### src/rtl/hpdmc_ddr_wrpath.sv
// hpdmc_ddr_wrpath
// Write-path sequencer for the DDR16 SDRAM controller. It feeds the per-pin
// DDR output registers for DQ, DM and DQS. Each host word is split into a
// rising-edge half (D0, upper bits) and a falling-edge half (D1, lower bits).
// The block also produces the DQS preamble, toggle and postamble, and the pad
// output enables. The 90-degree DQS shift is done by the output-register
// clocking, outside this block.
//
// Ports:
//   sys_clk, sys_rst_n  : clock, synchronous active-low reset
//   wr_start            : one-cycle burst request (ignored while busy)
//   busy                : high whenever the sequencer is not idle
//   wr_ack              : wr_data/wr_mask are consumed on this cycle's edge
//   wr_data, wr_mask    : host word and byte masks (1 = masked)
//   dq_d0/dq_d1         : rising/falling-edge DQ data
//   dm_d0/dm_d1         : rising/falling-edge DM
//   dqs_d0/dqs_d1       : rising/falling-edge DQS value
//   dq_oe, dqs_oe       : pad output enables, active high
module hpdmc_ddr_wrpath #(
   parameter int DQ_WIDTH     = 16,
   parameter int BURST_CYCLES = 4,
   parameter int PRE_DELAY    = 0
) (
   input  logic                    sys_clk,
   input  logic                    sys_rst_n,
   input  logic                    wr_start,
   output logic                    busy,
   output logic                    wr_ack,
   input  logic [2*DQ_WIDTH-1:0]   wr_data,
   input  logic [DQ_WIDTH/4-1:0]   wr_mask,
   output logic [DQ_WIDTH-1:0]     dq_d0,
   output logic [DQ_WIDTH-1:0]     dq_d1,
   output logic [DQ_WIDTH/8-1:0]   dm_d0,
   output logic [DQ_WIDTH/8-1:0]   dm_d1,
   output logic                    dqs_d0,
   output logic                    dqs_d1,
   output logic                    dq_oe,
   output logic                    dqs_oe
);

   localparam int DM_W   = DQ_WIDTH / 8;
   localparam int MASK_W = DQ_WIDTH / 4;
   localparam logic [3:0] BURST_LAST = 4'(BURST_CYCLES);
   localparam logic [2:0] WAIT_INIT  = 3'(PRE_DELAY);

   typedef enum logic [2:0] {
      S_IDLE,
      S_WAIT,
      S_PRE,
      S_DATA,
      S_POST
   } state_t;

   state_t      state;
   logic [3:0]  beat;
   logic [2:0]  wait_cnt;

   // Every output is registered, so each branch computes the values that
   // belong to the state being entered. wr_ack is raised one cycle ahead of
   // each DATA cycle: the word the host presents while wr_ack is high is
   // captured on that edge and shows up on dq_d0/dq_d1 in the next cycle.
   // dqs_d1 is always low: DQS toggles once per cycle as 1 then 0 in DATA.
   always_ff @(posedge sys_clk) begin
      if (!sys_rst_n) begin
         state    <= S_IDLE;
         beat     <= '0;
         wait_cnt <= '0;
         busy     <= 1'b0;
         wr_ack   <= 1'b0;
         dq_d0    <= '0;
         dq_d1    <= '0;
         dm_d0    <= '1;
         dm_d1    <= '1;
         dqs_d0   <= 1'b0;
         dqs_d1   <= 1'b0;
         dq_oe    <= 1'b0;
         dqs_oe   <= 1'b0;
      end else begin
         case (state)
            S_IDLE: begin
               if (wr_start) begin
                  busy <= 1'b1;
                  if (PRE_DELAY > 0) begin
                     state    <= S_WAIT;
                     wait_cnt <= WAIT_INIT;
                  end else begin
                     state  <= S_PRE;
                     wr_ack <= 1'b1;
                     dqs_oe <= 1'b1;
                  end
               end
            end

            // The counter is loaded with PRE_DELAY on entry, so leaving when
            // it reads 1 gives exactly PRE_DELAY cycles in WAIT.
            S_WAIT: begin
               if (wait_cnt == 3'd1) begin
                  state    <= S_PRE;
                  wait_cnt <= '0;
                  wr_ack   <= 1'b1;
                  dqs_oe   <= 1'b1;
               end else begin
                  wait_cnt <= wait_cnt - 3'd1;
               end
            end

            S_PRE: begin
               state  <= S_DATA;
               beat   <= 4'd1;
               dq_oe  <= 1'b1;
               dqs_d0 <= 1'b1;
               dq_d0  <= wr_data[2*DQ_WIDTH-1:DQ_WIDTH];
               dq_d1  <= wr_data[DQ_WIDTH-1:0];
               dm_d0  <= wr_mask[MASK_W-1:DM_W];
               dm_d1  <= wr_mask[DM_W-1:0];
               wr_ack <= (BURST_LAST > 4'd1);
            end

            // beat counts DATA cycles already entered, including the
            // current one; the last beat hands over to the postamble.
            S_DATA: begin
               if (beat == BURST_LAST) begin
                  state  <= S_POST;
                  beat   <= '0;
                  dq_oe  <= 1'b0;
                  dqs_d0 <= 1'b0;
                  dm_d0  <= '1;
                  dm_d1  <= '1;
                  wr_ack <= 1'b0;
               end else begin
                  beat   <= beat + 4'd1;
                  dq_d0  <= wr_data[2*DQ_WIDTH-1:DQ_WIDTH];
                  dq_d1  <= wr_data[DQ_WIDTH-1:0];
                  dm_d0  <= wr_mask[MASK_W-1:DM_W];
                  dm_d1  <= wr_mask[DM_W-1:0];
                  wr_ack <= (beat + 4'd1 < BURST_LAST);
               end
            end

            S_POST: begin
               state  <= S_IDLE;
               busy   <= 1'b0;
               dqs_oe <= 1'b0;
            end

            default: begin
               state <= S_IDLE;
            end
         endcase
      end
   end

endmodule

### config.mk
export PLATFORM = sky130hd
export DESIGN_NAME = hpdmc_ddr_wrpath
export DESIGN_NICKNAME = d
export VERILOG_FILES = /design/src/rtl/hpdmc_ddr_wrpath.sv
export SDC_FILE = /design/constraint.sdc
export NUM_CORES = 1
export LEC_CHECK = 0
export CORE_MARGIN = 2
export CORE_UTILIZATION = 43
export CTS_CLUSTER_SIZE = 40
export DETAILED_ROUTE_END_ITERATION = 7
export MAX_ROUTING_LAYER = met4
export PLACE_DENSITY = 0.82
export SYNTH_ARGS = -nofsm -noshare
export SYNTH_HDL_FRONTEND = slang
export SYNTH_SLANG_ARGS = --single-unit
### constraint.sdc
create_clock -name sys_clk -period 1.8 [get_ports sys_clk]
set_clock_uncertainty 0.15 [all_clocks]
set_input_delay 0.36 -clock sys_clk [delete_from_list [all_inputs] [get_ports sys_clk]]
set_output_delay 0.36 -clock sys_clk [all_outputs]
set_load 0.01 [all_outputs]
After elaboration in Yosys (flattened, before gate mapping)

Cells that the tools add are included.

Output and inout port bits: 42
Word-level logic and storage cells: 58
Register bits after elaboration: 50

Multiplexer cells: 23
Reductions and logical operators: 11
$lt $le $gt $ge: 1
$add $sub $neg: 2
Equality and inequality tests: 10

Operators by type and width:

| kind                                                | number |
|---|---|
| case mux 16 bit (2 select lines)                    | 2 |
| two-way mux 16 bit                                  | 2 |
| two-way mux 3 bit                                   | 4 |
| case mux 3 bit (4 select lines)                     | 1 |
| AND reduction 3 bit                                 | 3 |
| != test 2 bit, second input constant                | 4 |
| case mux 2 bit (2 select lines)                     | 2 |
| case mux 4 bit (2 select lines)                     | 1 |
| equality test 3 x 1 -> 1 bit, second input constant | 2 |
| equality test 3 x 2 -> 1 bit, second input constant | 2 |
| AND reduction 2 bit                                 | 3 |
| adder 4 x 1 -> 4 bit, second input constant         | 1 |
| equality test 4 x 3 -> 1 bit, second input constant | 1 |
| < comparator 4 x 3 -> 1 bit, second input constant  | 1 |
| two-way mux 1 bit                                   | 4 |
| two-way mux 2 bit                                   | 2 |
| two-way mux 4 bit                                   | 1 |
| case mux 1 bit (2 select lines)                     | 2 |
| case mux 1 bit (4 select lines)                     | 1 |
| nonzero test 2 bit                                  | 2 |
| nonzero test 4 bit                                  | 1 |
| equality test 3 bit, second input constant          | 1 |
| logical NOT 3 bit                                   | 1 |
| case mux 1 bit (3 select lines)                     | 1 |
| other kinds (2)                                     | 2 |

Depth between registers and ports, before layout

Gate-level depths: netlist (run 1).

Depth after elaboration: 4
Mapped depth: 7
Depth with buffers taken out: 6

Least setup slack after synthesis (run 1)

Ideal clock, no wire load.

Path type: flip-flop to flip-flop
Start point: reg beat[0]
End point: reg dm_d0[0]
Arrival: 1.268 ns
Setup slack: 0.253 ns
Period minus slack after synthesis: 1.547 ns
Cell stages (with the launch flop): 8
Cells stage by stage: dfxtp_1 -> inv_1 -> ha_1 -> nand4b_2 -> nand2_2 -> buf_4 -> o22ai_1 -> nand2_1

Cells in the longest elaborated chain, start to end: 3

RTL lines:

| what                            | RTL line | source |
|---|---|---|
| start: declaration              | 55       | `logic [3:0] beat;` |
| start signal: assignment        | 131      | `beat <= beat + 4'd1;` |
| equality test 4 x 3 -> 1 bit    | 122      | `if (beat == BURST_LAST) begin` |
| two-way mux 2 bit               | 122      |  |
| case mux 2 bit (2 select lines) | 79       | `case (state)` |
| end signal: assignment          | 114      | `dm_d0 <= wr_mask[MASK_W-1:DM_W];` |
| end signal: assignment          | 134      | `dm_d0 <= wr_mask[MASK_W-1:DM_W];` |
| end: declaration                | 33       | `output logic [DQ_WIDTH/8-1:0] dm_d0,` |

No other way between the ends.
A chain may end at the register's enable or synchronous reset.

Worst setup path after layout (run 1)

Start point: reg dq_oe
End point: out dq_oe

RTL lines:

| what                     | RTL line | source |
|---|---|---|
| start: declaration       | 37       | `output logic dq_oe,` |
| start signal: assignment | 76       | `dq_oe <= 1'b0;` |
| start signal: assignment | 110      | `dq_oe <= 1'b1;` |
| start signal: assignment | 125      | `dq_oe <= 1'b0;` |

No word-level cell between the ends.

==> results of run 1 <==
## through the flow
stage	worst slack (ps)	power (mW)	TNS (ps)	hold slack, ps	instance area [um^2]
floorplan	253	1.48	0	295	2020
global placement	3.57	1.73	0	291	2880
detailed placement	-35.5	1.74	-62.8	297	2880
CTS	41.6	2.51	0	309	2990
global route	9.17	2.61	0	325	2990
finish	98.1	2.48	0	304	2990
## Yosys cell counts (all sizes together)
| library cell | n | share of area |
|---|---|---|
| a31oi | 3 | 0.0093 |
| a21oi | 38 | 0.094 |
| nor3 | 5 | 0.012 |
| o22ai | 4 | 0.012 |
| nand3 | 36 | 0.089 |
| o21a | 1 | 0.0037 |
| or3 | 1 | 0.0031 |
| nand3b | 1 | 0.0037 |
| ha | 4 | 0.025 |
| nor2b | 3 | 0.0093 |
| clkbuf | 7 | 0.013 |
| buf | 14 | 0.041 |
| o21ai | 5 | 0.012 |
| nand2b | 2 | 0.0062 |
| nor3b | 2 | 0.013 |
| inv | 5 | 0.0093 |
| nand2 | 45 | 0.085 |
| nand4b | 3 | 0.016 |
| dfxtp | 50 | 0.50 |
| nor2 | 10 | 0.019 |
| a211oi | 4 | 0.015 |
| o211a | 2 | 0.0099 |
| conb | 1 | 0.0019 |
## power by group
part / switching, mW / internal [mW]
registers: 0.0445 / 1.18
logic: 0.214 / 0.275
clock network: 0.354 / 0.416
total: 0.612 / 1.87
## per-layer routing
layer | track usage | share of wire | vias up
li1 | - | - | 997
met1 | 0.243 | 0.45 | 888
met2 | 0.333 | 0.49 | 57
met3 | 0.0542 | 0.058 | 4
met4 | 0.0556 | 0.0079 | 0
met5 | - | 0 | -
## registers in the layout, summed over array words and instances, names as in the netlist, 2 cells and up
name / count
dq_d1: 16
wait_cnt: 3
state: 3
dq_d0: 16
beat: 4
dm_d1: 2
dm_d0: 2
## placed cells by master (no fill, tap or decap), drive strengths merged
cell type       n
nor2b           3
dlymetal6s2s    1
nand2b          2
nor3            5
bufinv          1
inv             5
o21a            1
clkdlybuf4s50  78
dfxtp          50
nand3          36
nand3b          1
o22ai           4
a31oi           3
a211oi          4
nor2           10
nor3b           2
o211a           2
conb            1
nand2          45
buf            14
clkbuf          7
or3             1
ha              4
a21oi          38
nand4b          3
o21ai           5
## logic make-up after synthesis
kind of cell,after synthesis
adders and majority gates,4
AOI/OAI and AO/OA,57
DFF,50
other,1
and+or+nand+nor,108
buffers and inverters,26
## area by class of cell
| cell class | count | area [um^2] |
|---|---|---|
| Multi-Input combinational cell | 170 | 891 |
| Sequential cell | 50 | 1000 |
| Inverter | 5 | 18.8 |
| Fill cell | 385 | 1450 |
| Clock inverter | 1 | 30.0 |
| Tap cell | 52 | 65.1 |
| Clock buffer | 7 | 76.3 |
| Timing Repair Buffer | 93 | 911 |
## repair_timing
item / in CTS / in global routing
endpoints found under the setup margin: 0 / 1
hold endpoints to repair: 0 / 0
setup buffers: 0 / 0
gates resized for setup: 0 / 1
hold buffers: 0 / 0
## worst paths after layout
check	depth (start not counted)	slack [ps]	startpoint	end
worst max-delay path	1	100	dq_oe	dq_oe
worst min-delay path	2	300	dq_d1[14]	dq_d1[14]
worst min register to register	2	300	dq_d1[14]	dq_d1[14]
worst max register to register	6	100	wait_cnt[1]	wr_ack
==> metrics, run 1 <==
outcome finished, final reports clean; number of global-route vias before repair 1828; RSZ-0062 raised after global routing false; Longest Clk Path Bufs 2; simple-gate area share of the yosys netlist 0.257; DRC 0; main combinational cell family by area after synthesis simple AND/OR/NAND/NOR gates; minimum clock period 1700 ps; Post-Synth XOR/XNOR Area 0; Post-Syn Nets 289; fin nets approximately 370; TritonCTS clock tree done; Mapped Avg Cell Area 8.20 um^2; Root Buffer clkbuf_8; Max Slew Vio Count 0; via count 1946; #FFs+latches synth 50; Max Clock Freq approximately 590 MHz; Port Buffers 79; worst-path cell with the longest stage delay clkdlybuf4s50_1; Die X 72.5 um; multiplexer area fraction after synthesis 0; number of max-cap violations 0; Worst EP arrival around 1200 ps; first-pass GRT wire length 8170 um; Area Overhead vs Synth 48.4%; Synth Area in Compound Gates 0.157; synth warn 0; gr ovfl total 0; period utilisation layout 0.945; final hold violations 0; critical path class register to primary output; final setup fails 0; Ports just over 80; Startpoint Class register; H-tree depth 2; final core occ 0.673; Post-Route WL 4960 um; Clock transition at path regs ~80 ps; # rows 24; Routed Antenna Nets 0; Post-Synth Adder-Cell Area 0.0248; post-synthesis cell count 246; Vias/cell 5.15; Power Density just over 800 nW/um^2; Final GP Congestion ~0.85; Worst setup EP type primary output; mapped cell area a little over 2000 um^2; Finished Layout Cells 378; initial antenna violation count 0; First-pass DRT Iterations 4; buffers plus inverters on the worst setup path 1; Inst Count DP 370; leakage 1.14 nW; crit path cell chain clkdlybuf4s50_1; largest net degree at the start of global routing 25; wire length per cell between 10 and 15 um; CP max stage delay 540 ps; Die Height around 72 um; Starting Density 0.454; post-synthesis sequential area ratio 0.496; cell family with the largest share of critical-path delay buffers and inverters; share of cells above drive strength 1 0.0736; Hold Path Class register to register; ANT cells 0; Worst-Skew Late Latency roughly 300 ps; Req. time, crit path 1290 ps; worst vdd ir slightly below 600 uV; core box area 4440 um^2; Initial DRC Count 65; DIE AREA 5250 um^2; Critical Path Fanout Max 3; all-layer global routing usage 0.202; Num CTS Buffers 5; hpwl dp 3540 um; clock sink total 50; Yosys cell types 27
(Power assumes the default switching activity.)
==> inputs of run 2 (changes only) <==
--- a/config.mk
+++ b/config.mk
@@ -9,8 +9,7 @@
 export CORE_UTILIZATION = 43
 export CTS_CLUSTER_SIZE = 40
 export DETAILED_ROUTE_END_ITERATION = 7
-export MAX_ROUTING_LAYER = met4
-export PLACE_DENSITY = 0.82
+export PLACE_DENSITY = 0.84
 export SYNTH_ARGS = -nofsm -noshare
 export SYNTH_HDL_FRONTEND = slang
 export SYNTH_SLANG_ARGS = --single-unit
==> run 2 against run 1 <==
Effect of this change:
- largest cell class unchanged
- setup slack got worse by 41 ps
- wire length rose by 2.6%
- via count up 0.10%
- register-to-register slack is essentially flat
==> metrics, run 2 (same netlist as run 1, synthesis figures left out) <==
gr ovfl total 0 (unchanged); Area Overhead vs Synth 47.3% (was 48.4%); core box area 4440 um^2 (unchanged); ANT cells 0 (unchanged); r2r setup slk 110 ps (was 100 ps); # resized after CTS 0 (unchanged); hold_ws 306 ps (was 304 ps); Vias/cell 5.19 (was 5.15); # rows 24 (unchanged); H-tree depth 2 (unchanged); fin nets 365 (was 368); Worst EP arrival 1230 ps (was 1190 ps); via count 1948 (was 1946); CP max stage delay 550 ps (was 540 ps); cell family with the largest share of critical-path delay buffers and inverters (unchanged); top routing layer used met4 (unchanged); Hold Path Class register to register (unchanged); leakage 1.11 nW (was 1.14 nW); top flop regs dq_d0 (16), dq_d1 (16), beat (4) (unchanged); DRC 0 (unchanged); routed wl met2 2490 um (was 2410 um); Critical Path Fanout Max 3 (unchanged); number of max-cap violations 0 (unchanged); critical path class register to primary output (unchanged); Die Height 72.5 um (unchanged); final hold violations 0 (unchanged); met3 WL 337 um (was 290 um); Startpoint Class register (unchanged); worst-path cell with the longest stage delay clkdlybuf4s50_1 (unchanged); final core occ 0.669 (was 0.673); Reg area 1000 um^2 (unchanged); Post CTS Setup Buffer Count 0 (unchanged); Starting Density 0.454 (unchanged); Port Buffers 79 (unchanged); worst vdd ir 547 uV (was 583 uV); share of cells above drive strength 1 0.0681 (was 0.0736); most common cell after layout, fill and taps aside clkdlybuf4s50_1 (unchanged); Initial DRC Count 77 (was 65); Req. time, crit path 1290 ps (about the same); Post-Route WL 5090 um (was 4960 um); initial antenna violation count 0 (unchanged); area of the multi-input gates 891 um^2 (unchanged); buffers plus inverters on the worst setup path 1 (unchanged); Longest Clk Path Bufs 2 (unchanged); dpl ws -9.31 ps (was -35.5 ps); largest net degree at the start of global routing 37 (was 25); final setup fails 0 (unchanged); number of fillers in the final layout 382 (was 385); most frequent cells in the layout 79 x clkdlybuf4s50_1, 50 x dfxtp_1, 44 x nand2_1 (was 78 x clkdlybuf4s50_1, 50 x dfxtp_1, 44 x nand2_1); wire length per cell 13.6 um (was 13.1 um); clock sink total 50 (unchanged); Routed Antenna Nets 0 (unchanged); First-pass DRT Iterations 4 (unchanged); hpwl dp 3460 um (was 3540 um); Ports 81 (unchanged); met1 wire length 2190 um (was 2220 um); minimum clock period 1740 ps (was 1700 ps); Die X 72.5 um (unchanged); Post-CTS Hold Buffers 0 (unchanged); Max Slew Vio Count 0 (unchanged); crit path cell chain clkdlybuf4s50_1 (unchanged); number of global-route vias before repair 1850 (was 1828); Clock transition at path regs 90 ps (was 80 ps); Num CTS Buffers 5 (unchanged); Final WS setup 56.6 ps (was 98.1 ps); Power Density 838 nW/um^2 (was 829 nW/um^2); outcome finished, final reports clean (unchanged); Max Clock Freq 574 MHz (was 588 MHz); all-layer global routing usage 0.196 (was 0.202); first-pass GRT wire length 8190 um (was 8170 um); DIE AREA 5250 um^2 (unchanged); Worst setup EP type primary output (unchanged); period utilisation layout 0.969 (was 0.945); TritonCTS clock tree done (unchanged); RSZ-0062 raised after global routing false (unchanged); Tot Pwr 2.49 mW (was 2.48 mW); Root Buffer clkbuf_8 (unchanged); Worst-Skew Late Latency 300 ps (about the same); Final GP Congestion 0.744 (was 0.855)
-- run 2: changes by cell type in the layout (fill, tap and decap cells not counted) --
cell and delta:
buf_4 -3, clkbuf_1 -1, clkdlybuf4s50_1 +1, clkinvlp_4 +1
dlymetal6s2s_1 -1
-- run 2: per-stage QoR --
step,TNS (ps),area (um^2),cells
after floorplan,0,2020,246
after global placement,-19.6,2860,367
after detailed placement,-15.5,2860,367
after CTS,0,2970,375
after global routing,0,2970,375
final,0,2970,375
-- run 2: routing by layer --
layer  global-route usage  up-vias
met4               0.0761        0
met5                    0        -
li1                     -      994
met1                0.229      887
met3               0.0347        7
met2                0.355       60
-- run 2: tightest hold or removal path, cell delays in order (launching register included) --
cell and delay [ps]:
dfxtp_1 320, nand2_1 50, a21oi_1 50
-- run 2: worst paths after layout --
kind,depth (start not counted),end,start
max,1,dq_oe,dq_oe
min,2,dq_d1[2],dq_d1[2]
max reg2reg,6,dqs_oe,wait_cnt[1]
min reg2reg,2,dq_d1[2],dq_d1[2]
-- run 2: area by class of cell --
cell class,instances,share of cell area
Clock buffer,6,0.0244
Sequential cell,50,0.337
Tap cell,52,0.0219
Clock inverter,2,0.0126
Inverter,5,0.00632
Timing Repair Buffer,90,0.298
Multi-Input combinational cell,170,0.300
-- run 2: power breakdown --
part           total (mW)  internal (mW)  switching, mW  leakage (nW)
clock               0.781          0.415          0.366        0.0514
sequential           1.23           1.18         0.0465         0.410
combinational       0.485          0.271          0.213         0.651
==> inputs of run 3 (changes only) <==
--- a/config.mk
+++ b/config.mk
@@ -10,6 +10,7 @@
 export CTS_CLUSTER_SIZE = 40
 export DETAILED_ROUTE_END_ITERATION = 7
 export PLACE_DENSITY = 0.84
+export RECOVER_POWER = 25
 export SYNTH_ARGS = -nofsm -noshare
 export SYNTH_HDL_FRONTEND = slang
 export SYNTH_SLANG_ARGS = --single-unit
==> run 3 against run 2 <==
Effect of this change:
- final cell count is the same
- maximum frequency is essentially flat
- combinational power is essentially flat
- hold slack is essentially flat
- critical path depth is the same
- die area is the same
- sequential cell count is the same
- global-route usage is the same
- utilization shrank 0.20 points
- first-iteration DRC count is the same
- cell area shrank 0.29%
- via count shrank 0.15%
- critical path type unchanged
- largest cell class unchanged
==> metrics, run 3 (same netlist as run 1, synthesis figures left out) <==
CP max stage delay 550 ps (about the same); First-pass DRT Iterations 4 (unchanged); Req. time, crit path 1290 ps (about the same); most frequent cells in the layout 79 x clkdlybuf4s50_1, 50 x dfxtp_1, 45 x nand2_1 (was 79 x clkdlybuf4s50_1, 50 x dfxtp_1, 44 x nand2_1); largest net degree at the start of global routing 37 (unchanged); Die X 72.5 um (unchanged); most common cell after layout, fill and taps aside clkdlybuf4s50_1 (unchanged); buffers plus inverters on the worst setup path 1 (unchanged); gr ovfl total 0 (unchanged); number of max-cap violations 0 (unchanged); Starting Density 0.454 (unchanged); worst-path cell with the longest stage delay clkdlybuf4s50_1 (unchanged); ANT cells 0 (unchanged); outcome finished, final reports clean (unchanged); top flop regs dq_d0 (16), dq_d1 (16), beat (4) (unchanged); final hold violations 0 (unchanged); Ports 81 (unchanged); Die Height 72.5 um (unchanged); Longest Clk Path Bufs 2 (unchanged); fin nets 365 (unchanged); RSZ-0062 raised after global routing false (unchanged); Post-Route WL 5110 um (was 5090 um); Post-CTS Hold Buffers 0 (unchanged); first-pass GRT wire length 8190 um (unchanged); Vias/cell 5.19 (about the same); Area Overhead vs Synth 46.9% (was 47.3%); hold_ws 306 ps (about the same); Worst-Skew Late Latency 300 ps (about the same); cell family with the largest share of critical-path delay buffers and inverters (unchanged); via count 1945 (was 1948); TritonCTS clock tree done (unchanged); cell depth of the worst flop-to-flop path 6 (unchanged); core box area 4440 um^2 (unchanged); wire length per cell 13.6 um (about the same); # rows 24 (unchanged); leakage 1.11 nW (about the same); R2R Path Start wait_cnt[1] (unchanged); worst vdd ir 547 uV (about the same); number of fillers in the final layout 384 (was 382); hold_sp dq_d1[2] (unchanged); Finished Cell Area 2960 um^2 (was 2970 um^2); critical path class register to primary output (unchanged); worst hold endpoint dq_d1[2] (unchanged); Routed Antenna Nets 0 (unchanged); share of cells above drive strength 1 0.0619 (was 0.0681); Initial DRC Count 77 (unchanged); r2r endpoint dqs_oe (unchanged); stages on the worst setup path 1 (unchanged); Max Clock Freq 574 MHz (about the same); clock sink total 50 (unchanged); Final GP Congestion 0.744 (unchanged); DIE AREA 5250 um^2 (unchanged); all-layer global routing usage 0.196 (unchanged); final setup fails 0 (unchanged); Startpoint Class register (unchanged); Cell Area, Placed 2860 um^2 (unchanged); Worst EP arrival 1230 ps (about the same); Critical Path Fanout Max 3 (unchanged); period utilisation layout 0.969 (about the same); hold depth 2 (unchanged); Hold Path Class register to register (unchanged); initial antenna violation count 0 (unchanged); r2r setup slk 110 ps (about the same); # resized after CTS 0 (unchanged); Max Slew Vio Count 0 (unchanged); number of global-route vias before repair 1850 (unchanged); minimum clock period 1740 ps (about the same); H-tree depth 2 (unchanged); Post CTS Setup Buffer Count 0 (unchanged); final core occ 0.667 (was 0.669); Root Buffer clkbuf_8 (unchanged); Tot Pwr 2.49 mW (about the same); Fin Setup TNS 0 ps (unchanged); DRC 0 (unchanged); Power Density 840 nW/um^2 (was 838 nW/um^2); crit path cell chain clkdlybuf4s50_1 (unchanged); hpwl dp 3460 um (unchanged); Clock transition at path regs 90 ps (about the same); Worst setup EP type primary output (unchanged); Port Buffers 79 (unchanged); Num CTS Buffers 5 (unchanged)
[run 3: cell types whose count changed in the layout (fill, tap and decap cells not counted)]
cell | previous run | this run
buf_4 | 10 | 8
clkbuf_1 | 1 | 2
clkbuf_2 | 0 | 1
nand2_1 | 44 | 45
nand2_2 | 1 | 0
[run 3: how the worst max path moves through the flow]
stage,start,endpoint
6_report,dq_oe,dq_oe
5_1_grt,wait_cnt[1],dqs_oe
4_1_cts,dq_oe,dq_oe
3_5_place_dp,wr_start,dqs_oe
3_3_place_gp,wr_start,wr_ack
2_1_floorplan,beat[0],dm_d0[0]
[run 3: routing by layer]
| metal | global-route usage | part of all wire |
|---|---|---|
| met3 | 0.0347 | 0.063 |
| met1 | 0.229 | 0.43 |
| met4 | 0.0761 | 0.013 |
| met2 | 0.355 | 0.49 |
| met5 | 0 | 0 |
[run 3: stage by stage]
step                setup slack, ps  cells
CTS                            47.2    375
detailed placement            -9.31    367
global route                   6.50    375
floorplan                       253    246
global placement              -14.8    367
finish                         56.4    375
[run 3: report_power, final]
| group | switching (mW) | internal (mW) | total [mW] | leakage [nW] |
|---|---|---|---|---|
| logic | 0.214 | 0.268 | 0.482 | 0.646 |
| registers | 0.0464 | 1.18 | 1.23 | 0.410 |
| clock network | 0.367 | 0.415 | 0.782 | 0.0514 |
| total | 0.627 | 1.86 | 2.49 | 1.11 |
[run 3: final cells by class]
| class | count | area (um^2) | area share |
|---|---|---|---|
| flip-flops and latches | 50 | 1000 | 0.338 |
| multi-input cells | 170 | 888 | 0.300 |
| repair buffers | 90 | 880 | 0.297 |
| clock buffers | 6 | 72.6 | 0.0245 |
| well taps | 52 | 65.1 | 0.0220 |
| clock inverters | 2 | 37.5 | 0.0127 |
| inverters | 5 | 18.8 | 0.00633 |
